### src/rtl/parking_controller.sv
// Parking-lot gate controller: PIN-gated entry, wrong-PIN alarm and tailgating lock.
// Optional PARKING_GATE_ACK_EN: CLOSING waits for gate_ack instead of lasting one cycle.
//
// state     | meaning
// IDLE      | no vehicle, gate closed
// WAIT_CODE | vehicle at gate, waiting for PIN
// OPEN      | gate commanded open
// CLOSING   | gate commanded closed after vehicle passed
// BLOCKED   | tailgating detected, gate locked until correct PIN
`default_nettype none

module parking_controller #(
  parameter logic [15:0] PIN          = 16'h5990,
  parameter int          MAX_ATTEMPTS = 3
) (
  input  logic        clk,
  input  logic        rst,
  input  logic        vehicle_arrival,
  input  logic        vehicle_left,
  input  logic [15:0] code,
  input  logic        code_ack,
  input  logic        gate_ack,
  output logic        open_gate,
  output logic        close_gate,
  output logic        wrong_ping,
  output logic        blocked_gate
);

  localparam logic [2:0] IDLE      = 3'd0;
  localparam logic [2:0] WAIT_CODE = 3'd1;
  localparam logic [2:0] OPEN      = 3'd2;
  localparam logic [2:0] CLOSING   = 3'd3;
  localparam logic [2:0] BLOCKED   = 3'd4;

  logic [2:0] state, state_nxt;
  logic [1:0] att, att_nxt;
  logic       pin_ok;

  assign pin_ok = code_ack && (code == PIN);

  always_comb begin
    state_nxt = state;
    att_nxt   = att;
    case (state)
      IDLE: begin
        if (vehicle_arrival) state_nxt = WAIT_CODE;
      end
      WAIT_CODE: begin
        if (pin_ok) begin
          state_nxt = OPEN;
          att_nxt   = 2'd0;
        end else if (code_ack && att != 2'd3) begin
          att_nxt = att + 2'd1;
        end
      end
      OPEN: begin
        if (vehicle_left) state_nxt = vehicle_arrival ? BLOCKED : CLOSING;
      end
      CLOSING: begin
        // tailgating takes priority over finishing the close
        if (vehicle_arrival && vehicle_left) begin
          state_nxt = BLOCKED;
        end else begin
`ifdef PARKING_GATE_ACK_EN
          if (gate_ack) state_nxt = IDLE;
`else
          state_nxt = IDLE;
`endif
        end
      end
      BLOCKED: begin
        if (pin_ok) begin
          state_nxt = OPEN;
          att_nxt   = 2'd0;
        end
      end
      default: state_nxt = IDLE;
    endcase
  end

`ifndef PARKING_GATE_ACK_EN
  logic unused_gate_ack;
  assign unused_gate_ack = gate_ack;
`endif

  always_ff @(posedge clk or posedge rst) begin
    if (rst) begin
      state <= IDLE;
      att   <= 2'd0;
    end else begin
      state <= state_nxt;
      att   <= att_nxt;
    end
  end

  assign open_gate    = (state == OPEN);
  assign close_gate   = (state == CLOSING) || (state == BLOCKED);
  assign blocked_gate = (state == BLOCKED);
  assign wrong_ping   = (state == WAIT_CODE) && (int'(att) >= MAX_ATTEMPTS);

endmodule

`default_nettype wire

### config.mk
export PLATFORM = sky130hd
export DESIGN_NAME = parking_controller
export DESIGN_NICKNAME = d
export VERILOG_FILES = /design/src/rtl/parking_controller.sv
export SDC_FILE = /design/constraint.sdc
export NUM_CORES = 1
export LEC_CHECK = 0
export CAP_MARGIN = 20
export CORE_AREA = 10 10 47 49
export DETAILED_ROUTE_END_ITERATION = 8
export DIE_AREA = 0 0 57 59
export PLACE_DENSITY_LB_ADDON = 0.25
export SYNTH_ARGS = -nofsm -noshare
export SYNTH_HDL_FRONTEND = slang
export SYNTH_SLANG_ARGS = --single-unit
### constraint.sdc
create_clock -name clk -period 1.9 [get_ports clk]
set_clock_uncertainty 0.2 [all_clocks]
set_input_delay 0.285 -clock clk [delete_from_list [all_inputs] [get_ports clk]]
set_output_delay 0.285 -clock clk [all_outputs]
set_load 0.01 [all_outputs]
==> results <==
- The run finished with clean final reports.
- In this run the cell area measured after placement is around 650 um^2.
- The type of origin of the critical path is a register.
- Dividing total power by cell area gives a power density of about 580 nW/um^2.
- The number of enable-type register cells in the synthesized netlist is 0.
- The synthesized netlist occupies a cell area of 374.1 um^2.
- Of the post-synthesis cell area, the dominant cell type holds 33.44%.
- The largest area contributor in the synthesized netlist is dfrtp_1.
- The count of inserted antenna diode cells is 0.
- The number of max-slew violations in the final report is 0.
- The routed length per instance is 13.62 um.
- In the final layout, the share of cells above drive strength 1 is about a fifth.
- Sorting the synthesized cells by area gives the leading types as dfrtp_1 (33%), nand4bb_1 (9.0%), nand2b_1 (5.0%).
- The via count of the first global-routing pass was ~470.
- The maximum operating frequency is 0.5562 GHz.
- The signal on the critical path passes through nand2b_1, nor3b_1, dlygate4sd2_1.
- From bottom edge to top edge, the die measures 59 um.
- The path class of the tightest hold or removal check is in2async.
- The mean instance size in the synthesized netlist is 9.845 um^2.
- The initial DRC count is 1.
- The slew at the pin with the worst max-slew slack is 0.3296 ns.
- The wire length of the first global-routing pass is 1987 um.
- The critical path is of the reg2out type.
- The net total in the final layout is 92.
- The met3 wirelength from detailed routing is 111 um.
- The post-route antenna net violation count is 0.
- The first TritonRoute pass finished after 2 iterations.
- Entering global routing, the biggest net connects 9 pins.
- The starting density of the core is 26.70%.
- The worst setup slack after placement is -0.1996 ns.
- In the synthesized netlist, the number of instances is 38.
- The top metal layer carrying routed signals is met3.
- The port buffer count is 24.
- The largest single stage delay on the critical path is around 0.4 ns.
- The count of cell types in the netlist is 23.
- For this run, the register share of the synthesized area comes to 33.44%.
- The total of warnings raised by yosys is 0.
- TritonCTS built the clock tree.
- The routed design has 1144 um of wire.
- By count the netlist is led by dfrtp_1 (5), nand2_1 (4), nand2b_1 (3), nand4bb_1 (3), nor2_1 (3).
- The synthesized design contains 5 register bits.
- STA classifies the critical path endpoint as a primary output.
- The detailed-route vias per instance is 4.810.
- The final critical-path setup slack is 0.1020 ns.
- The final critical path takes up a little over nine tenths of the cycle.
- No sink is reached through more buffers than the 2 on the longest clock path.
- Across all layers, the routed design uses approximately 400 vias.
- The die covers 3363 um^2.
- Final hold analysis gives a worst-case slack of 0.04360 ns.
- The clock transition at the register clock pins on the worst setup and hold paths after CTS is 0.04 ns.
- The routed design uses 508 um of met2 wire.
- At the end of routability-driven placement, the weighted congestion stood at 0.7347.
- Max-cap violations in this run came to 0.
- Once layout is done, the placed cells without fillers occupy 698.2 um^2.
- The insertion delay of the later-clocked pin in the worst-skew pair is 0.24 ns.
- The number of nets in the synthesized netlist is 61.
- In the final routing, the length of wire on met1 measures between 500 and 600 um.
- The master of the slowest instance on the critical path is dfrtp_1.
- Setup repair after global routing left no endpoint under its margin.
- The number of antenna violations at the first check in global routing was 0.
- The cell with the most instances after synthesis is dfrtp_1.
- The cell row count is 14.
- The clock root buffer is clkbuf_4.
- Global routing finished with a remaining overflow of 0.
- The area growth from synthesis to layout is 86.62%.
- Data on the critical path is required at its endpoint by 1.41 ns.
- Clock tree synthesis found a total of 5 sinks.
- The worst-case vdd ir drop is 542.3 uV.
- The most used flip-flop cell after synthesis is dfrtp_1.
- The biggest fanout along the worst timing path is 4.
- The count of boundary I/O pins is 26.
- The total routing resource utilization after global routing is under 10%.
- The static leakage is 0.3247 nW.
- In this run the number of H-tree levels came out at 1.
- Buffers added to address setup during post-CTS repair amount to 0.
- The final number of hold-violating endpoints is 0.
- In this run, CTS created clock tree buffers numbering 3.
- The final HPWL from detailed placement is ~1000 um.
- The time the final worst path needs with I/O delays and setup is 1.798 ns.
- In this run the standard cell core region covers about 1400 um^2.
- For this run, design rule violations remaining after detail routing come to 0.
- Setup violations remaining at the end of the flow were counted as 0.
- Measured along the x axis, the die boundary spans 57 um.
- The worst path arrival time is 1.31 ns.
- The number of hold buffers added after CTS was 0.
- For this run, asynchronously set or reset flops after synthesis account for 100.0%.
- The normalized max-slew margin is about 78%.
## worst paths after layout
| kind | from | end | slack (ns) | depth (start not counted) |
|---|---|---|---|---|
| worst max-delay path | state[2] | wrong_ping | 0.10 | 3 |
| worst min-delay path | rst | state[2] | 0.04 | 2 |
| worst max register to register | state[2] | att[0] | 0.21 | 5 |
| worst min register to register | state[2] | state[0] | 0.28 | 1 |
| max in group asynchronous | rst | state[1] | 1.28 | 2 |
| min in group clk | state[2] | state[0] | 0.28 | 1 |
## layer usage
metal | track usage, % | vias to the layer above
met1 | 7.990 | 181
met3 | 4.077 | 0
li1 | - | 203
met4 | 4.027 | 0
met5 | 0 | -
met2 | 11.47 | 20
## placed cells by master (no fill, tap or decap)
master           Yosys  routed
nor3b_1              1       1
dfrtp_2              0       1
nand2_1              4       3
ha_1                 1       1
dfrtp_1              5       4
a21oi_1              2       1
and2_1               1       1
nor4b_2              1       1
clkbuf_4             0       3
a311o_1              1       1
nand2b_1             3       3
a21oi_2              0       1
nand4bb_1            3       3
nand3b_1             1       1
nor2_1               3       3
dlygate4sd2_1        0       4
inv_1                1       1
clkdlybuf4s50_1      0      16
dlymetal6s2s_1       0       4
a22o_1               2       2
o2bb2ai_1            1       1
nor2b_1              1       1
clkbuf_1             1       1
mux2i_1              1       1
a31oi_2              0       1
nor3_2               1       1
nor3_4               1       1
nand2_2              0       1
or4b_4               1       1
buf_4                0       3
nand3_1              1       1
## flip-flops by register name, summed over array words and instances, names as in the netlist
name,count
att,2
state,3
## per-stage QoR
step	util, %	setup TNS, ns	cells	total power [W]
after detailed placement	46.61	-0.7214	80	0.0002937
after global routing	49.82	0	84	0.0004489
after floorplan	-	0	38	0.0002190
final	49.82	0	84	0.0004047
after global placement	46.61	-0.7129	80	0.0002906
after CTS	48.21	0	84	0.0004126
## power by group
| group | internal [W] | total [W] | leakage, nW | switching [W] |
|---|---|---|---|---|
| logic | 0.0000946 | 0.000142 | 0.250 | 0.0000478 |
| registers | 0.000129 | 0.000144 | 0.0593 | 0.0000149 |
| clock network | 0.0000792 | 0.000119 | 0.0150 | 0.0000396 |
## repair_timing
action	4_1_cts	5_1_grt
endpoints found under the setup margin	4	3
gates resized for setup	5	7
pin swaps	0	6
## logic make-up after synthesis
group,share of synthesized area [%]
AND/OR/NAND/NOR,44.48
flip-flops,33.44
adder cells (fa/ha/maj),3.344
AO/OA/AOI/OAI,14.05
multiplexers,2.676
buffers and inverters,2.005
## worst max-delay path: cells and delay by family (launching register included)
| family | cells | cell delay [ns] |
|---|---|---|
| flops | 1 | 0.40 |
| simple gates | 2 | 0.39 |
| buf+inv | 1 | 0.29 |
## layout make-up
cell class                      instances  area, um^2
Sequential cell                         5       126.4
Tap cell                               16       20.02
Inverter                                1       3.754
Fill cell                             158       703.2
Clock buffer                            4       26.28
Timing Repair Buffer                   27       267.8
Multi-Input combinational cell         31       254.0
Power figures use the tool's default switching activity.
